--- src/rtl/uart_receiver.sv ---
// 16x-oversampled UART receiver: 5-8 data bits LSB first, optional even parity, 1 or 2 stop bits.
// Define UART_RX_MAJORITY_VOTE_EN to take each bit decision as a 2-of-3 vote over samples 7, 8 and 9.
module uart_receiver #(
  parameter int CLK_FREQ   = 100_000_000,
  parameter int BAUD_RATE  = 9600,
  parameter int OVERSAMPLE = 16
) (
  input  logic       clk,
  input  logic       rstn,
  input  logic       rx,
  input  logic       parity_en,
  input  logic       two_stop_bits,
  input  logic [1:0] word_length,
  output logic [7:0] data_out,
  output logic       data_valid,
  output logic       parity_err,
  output logic       frame_err,
  output logic       rx_busy
);
  localparam int DIV   = CLK_FREQ / (BAUD_RATE * OVERSAMPLE);
  localparam int PRE_W = (DIV > 1) ? $clog2(DIV) : 1;
`ifdef UART_RX_MAJORITY_VOTE_EN
  localparam logic [3:0] DEC_SAMPLE = 4'd9;
`else
  localparam logic [3:0] DEC_SAMPLE = 4'd8;
`endif

  typedef enum logic [2:0] {IDLE, START, DATA, PARITY, STOP1, STOP2, DONE, BREAK} state_t;

  state_t           state;
  logic             rx_p0, rx_s;
  logic [PRE_W-1:0] presc;
  logic [3:0]       cnt;
  logic [3:0]       nbits;
  logic [7:0]       shreg;
  logic             par_acc, par_bad, stop_bad;
  logic             pen_l, two_l;
  logic [1:0]       wl_l;
  logic             tick, dec, wrap, bit_val;

  function automatic logic maj3(input logic a, input logic b, input logic c);
    return (a & b) | (a & c) | (b & c);
  endfunction

  // stage p0/p1: two-flop synchronizer, idles high
  always_ff @(posedge clk) begin
    if (!rstn) begin
      rx_p0 <= 1'b1;
      rx_s  <= 1'b1;
    end else begin
      rx_p0 <= rx;
      rx_s  <= rx_p0;
    end
  end

  assign tick = (state != IDLE) && (presc == PRE_W'(DIV - 1));
  assign dec  = tick && (cnt == DEC_SAMPLE);
  assign wrap = tick && (cnt == 4'd15);

`ifdef UART_RX_MAJORITY_VOTE_EN
  logic s7, s8;
  always_ff @(posedge clk) begin
    if (tick && cnt == 4'd7) s7 <= rx_s;
    if (tick && cnt == 4'd8) s8 <= rx_s;
  end
  assign bit_val = maj3(s7, s8, rx_s);
`else
  assign bit_val = rx_s;
`endif

  always_ff @(posedge clk) begin
    if (!rstn) begin
      state      <= IDLE;
      presc      <= '0;
      cnt        <= '0;
      nbits      <= '0;
      par_acc    <= 1'b0;
      par_bad    <= 1'b0;
      stop_bad   <= 1'b0;
      pen_l      <= 1'b0;
      two_l      <= 1'b0;
      wl_l       <= 2'd0;
      data_out   <= 8'h00;
      data_valid <= 1'b0;
      parity_err <= 1'b0;
      frame_err  <= 1'b0;
      rx_busy    <= 1'b0;
    end else begin
      data_valid <= 1'b0;
      if (state != IDLE) begin
        presc <= tick ? '0 : presc + PRE_W'(1);
        if (tick) cnt <= cnt + 4'd1;
      end
      case (state)
        IDLE: if (!rx_s) begin
          state    <= START;
          presc    <= '0;
          cnt      <= '0;
          nbits    <= '0;
          par_acc  <= 1'b0;
          par_bad  <= 1'b0;
          stop_bad <= 1'b0;
          pen_l    <= parity_en;
          two_l    <= two_stop_bits;
          wl_l     <= word_length;
          rx_busy  <= 1'b1;
        end
        START: begin
          if (dec && bit_val) begin
            state   <= IDLE;
            rx_busy <= 1'b0;
          end else if (wrap) begin
            state <= DATA;
          end
        end
        DATA: begin
          if (dec) begin
            shreg   <= {bit_val, shreg[7:1]};
            par_acc <= par_acc ^ bit_val;
            nbits   <= nbits + 4'd1;
          end
          if (wrap && nbits == (4'd5 + {2'b00, wl_l})) state <= pen_l ? PARITY : STOP1;
        end
        PARITY: begin
          if (dec) par_bad <= bit_val ^ par_acc;
          if (wrap) state <= STOP1;
        end
        // the final stop bit goes to DONE straight from its decision so a back-to-back start is not missed
        STOP1: begin
          if (dec) begin
            if (!bit_val) stop_bad <= 1'b1;
            if (!two_l) state <= DONE;
          end
          if (wrap) state <= STOP2;
        end
        STOP2: if (dec) begin
          if (!bit_val) stop_bad <= 1'b1;
          state <= DONE;
        end
        DONE: begin
          data_out   <= shreg >> (2'd3 - wl_l);
          parity_err <= par_bad;
          frame_err  <= stop_bad;
          data_valid <= 1'b1;
          if (rx_s) begin
            state   <= IDLE;
            rx_busy <= 1'b0;
          end else begin
            state <= BREAK;
          end
        end
        BREAK: if (rx_s) begin
          state   <= IDLE;
          rx_busy <= 1'b0;
        end
        default: state <= IDLE;
      endcase
    end
  end
endmodule

--- config.mk ---
export PLATFORM = sky130hd
export DESIGN_NAME = uart_receiver
export DESIGN_NICKNAME = d
export VERILOG_FILES = /design/src/rtl/uart_receiver.sv
export SDC_FILE = /design/constraint.sdc
export NUM_CORES = 1
export LEC_CHECK = 0
export ABC_CLOCK_PERIOD_IN_PS = 2900
export BUFFER_PORTS_ARGS = -buffer_cell sky130_fd_sc_hd__buf_2
export CAP_MARGIN = 20
export CORE_AREA = 4 4 85 63
export CTS_CLUSTER_SIZE = 10
export DETAILED_ROUTE_END_ITERATION = 6
export DIE_AREA = 0 0 89 67
export PLACE_DENSITY = 0.84
export SLEW_MARGIN = 20
export SYNTH_ARGS = -nofsm -noshare
export SYNTH_HDL_FRONTEND = slang
export SYNTH_SLANG_ARGS = --single-unit
--- constraint.sdc ---
create_clock -name clk -period 2.9 [get_ports clk]
set_input_delay 0.29 -clock clk [delete_from_list [all_inputs] [get_ports clk]]
set_output_delay 0.29 -clock clk [all_outputs]
set_load 0.01 [all_outputs]
==> metrics.md <==
| Metric | Value |
|---|---|
| Status | complete, no violations |
| Startpoint Class | register |
| CP Class | register to register |
| Family with the most delay on the worst path | simple AND/OR/NAND/NOR gates |
| RR Startpoint | presc[2] |
| Leading cell type by number of instances after synthesis | nand2_1 |
| Min-delay src | rx |
| Worst Max-Slew Pin Slew | 0.701 ns |
| Largest net degree at the start of global routing | 29 |
| First-pass GRT wire length | 8.54 mm |
| Pre-Repair DR Iteration Count | 4 |
| Commonest cells in the netlist | 45 x nand2_1, 42 x dfxtp_1, 29 x nor2_1 |
| Fraction of registers with async set/reset | 0% |
| Core area | 4600 sq um |
| Max-cap viol count | 0 |
| Sequential share of the synthesized area | 44.9% |
| Setup violators final | 0 |
| Post-CTS Resized | 0 |
| Synth warnings | 0 |
| Die Ht | 67 microns |
| Logic pwr share | 23.8% |
| Fin worst setup slack | 0.711 ns |
| Remaining global-route overflow | 0 |
| Row count | 21 |
| Post-place setup slack | 0.736 ns |
| Cells after Synth | 269 |
| Worst hold path depth | 2 |
| Ant diodes | 0 |
| Post-DP HPWL | 3.62 mm |
| Gr usage total | 18.5% |
| NumNets Final | 300 |
| R2R Setup Slk | 0.71 ns |
| Clock sinks | 50 |
| R2R depth | 6 |
| Synth area leader | dfxtp_1 |
| Share of total power in sequential cells | 50.2% |
| Mapped Area | 2410 sq um |
| Buf/Inv on CP | 0 |
| Clock transition at path regs | 0.10 ns |
| Crit Path Max Fanout | 6 |
| Final Hold Vio Count | 0 |
| Routed WL per cell | 14.8 microns |
| GP Congestion | 0.898 |
| CTS H-tree lvls | 2 |
| I/O Buffers | 18 |
| Synth area leaders | dfxtp_1 35%, edfxtp_1 10%, nand2_1 7.0% |
| RSZ-0062 raised after global routing | no |
| Relative slew slack | 53.1% |
| Vias in the first global route | 1762 |
| Clock power frac | 26.0% |
| CTS root buf | clkbuf_8 |
| Clock buffer depth | 2 |
| DIE AREA | 5960 sq um |
| Clock latency at the later pin of the worst-skew pair | 0.31 ns |
| Cells along the critical path | or4b_4, nor4_4, nand4_1, a21oi_2, nand3_1, mux2_1 |
| Initial Util | 52.4% |
| Antenna violations before repair | 0 |
| Crit Reg-Reg Endpoint | state[0] |
| Postcts setup bufs | 0 |
| Peak VDD IR | 338 uV |
| Final Hold Slack | 0.162 ns |
| Clock skew | 0.0152 ns |
| Syn-to-layout area delta | 10.0% |
| TritonCTS Buffers | 5 |
| Yosys top cell area share | 34.9% |
| WHS Endpoint | rx_p0 |
| Final wirelength | 5.11 mm |
| 1st-iter DRT viols | 119 |
| Post-synth EDFFs | 8 |
| Critical Path RT | 3.10 ns |
| Number of top-level pins | 19 |
| Sw Ratio | 35.5% |
| Die W | 89 microns |
| Antenna-violating nets left | 0 |
| Internal power | 1.06 mW |
| Fill cells | 385 |
| Leak | 0.969 nW |
| Avg Cell Area, Syn | 8.96 sq um |
| Arr. time, crit path | 2.38 ns |
| CP max stage cell | or4b_4 |
| Share of layout cells above drive strength 1 | 16.3% |
| Worst setup EP type | register |
| Hold/Removal Path Class | input pin to register |
| CTS tree | yes |
| Psw | 584 uW |
| Crit path time final | 2.19 ns |
| Max Fclk | 0.457 GHz |
| Setup_tns | 0 ns |
| Cell Pwr Density | 620 nW/um^2 |
| Synthesized flop and latch total | 50 |
| Max Slew Vio Count | 0 |
| Ys flop type | dfxtp_1 |
| Drt via density | 5.83 |
| Via count | 2010 |
| Distinct cell type count after synthesis | 52 |
| # hold bufs at CTS | 0 |
| Remaining DRCs | 0 |
| Crit share post-route | 75.5% |
| Max incr delay on CP | 0.57 ns |
| Synth Net Count | 282 |
## metrics by stage
step	utilization [%]	cells	power, mW	area [sq um]
after global routing	57.7	345	1.73	2650
after detailed placement	55.6	337	1.22	2560
after global placement	55.6	337	1.21	2560
after floorplan	-	269	1.12	2410
after CTS	57.7	345	1.65	2650
final	57.7	345	1.64	2650
## cell usage in the layout, fill, tap and decap left out, types with 2 or more instances in the layout
master      synthesis  layout
mux2i_1             4       4
a211oi_1            4       4
a21oi_1            24      24
a31o_2              2       2
xor2_1              9       9
o21ai_0             7       7
dfxtp_1            42      42
ha_1                6       6
nand2_1            45      45
buf_4               0       4
nand3_1             6       6
buf_2               1      18
mux2_2              2       2
nand2b_1            4       4
nor3_1              6       6
nor2_1             29      29
edfxtp_1            8       8
nand4_1             8       8
clkinvlp_4          0       2
mux4_2              4       4
a31oi_1             3       3
and3_1              3       3
nor2b_1             2       2
inv_1               8       8
or2_2               2       2
xnor2_1             2       2
a41oi_1             2       2
clkbuf_8            0       5
## power groups by stage
stage	sequential (mW)	clock [mW]	combinational [mW]
detailed placement	0.835	0	0.389
CTS	0.821	0.435	0.392
finish	0.825	0.427	0.391
global route	0.833	0.461	0.439
global placement	0.833	0	0.379
floorplan	0.790	0	0.334
## routing by layer
metal | up-vias | wire [microns] | part of all wire [%] | track usage, %
li1 | 992 | - | - | -
met1 | 961 | 2540 | 50 | 27.8
met2 | 48 | 2260 | 44 | 26.8
met3 | 9 | 246 | 4.8 | 3.34
met4 | 0 | 61 | 1.2 | 5.20
met5 | - | 0 | 0 | 0
## area by class of cell
class	count	area [sq um]	share of cell area (%)
clock inverter	3	23.8	0.897
timing repair buffer	22	120	4.53
inverter	9	33.8	1.27
sequential	50	1080	40.8
multi-input combinational	199	1250	47.2
clock buffer	5	68.8	2.60
tap	57	71.3	2.69
## registers in the layout, summed over array words and instances (netlist names)
signal / count
shreg: 8
data_valid: 1
stop_bad: 1
bit_val: 1
rx_p0: 1
nbits: 4
parity_err: 1
cnt: 4
par_acc: 1
rx_busy: 1
presc: 10
state: 3
data_out: 8
two_l: 1
pen_l: 1
par_bad: 1
wl_l: 2
frame_err: 1
## worst max path at each step
stage	from	end	slack [ns]	cells after the start
6_report	presc[2]	state[0]	0.71	6
5_1_grt	presc[2]	state[0]	0.59	6
4_1_cts	presc[2]	state[0]	0.71	6
3_5_place_dp	presc[2]	state[0]	0.74	6
3_3_place_gp	presc[2]	state[0]	0.79	6
2_1_floorplan	presc[0]	shreg[0]	0.61	5
## logic make-up after synthesis
logic type                 synth area share [%]
and+or+nand+nor                            24.3
DFF                                        44.9
xor gates and xnor gates                   4.00
AOI/OAI and AO/OA                          13.8
muxes                                      6.80
buffers and inverters                      3.17
adders and majority gates                  3.12
No activity file was read; power rests on OpenSTA's default activity.
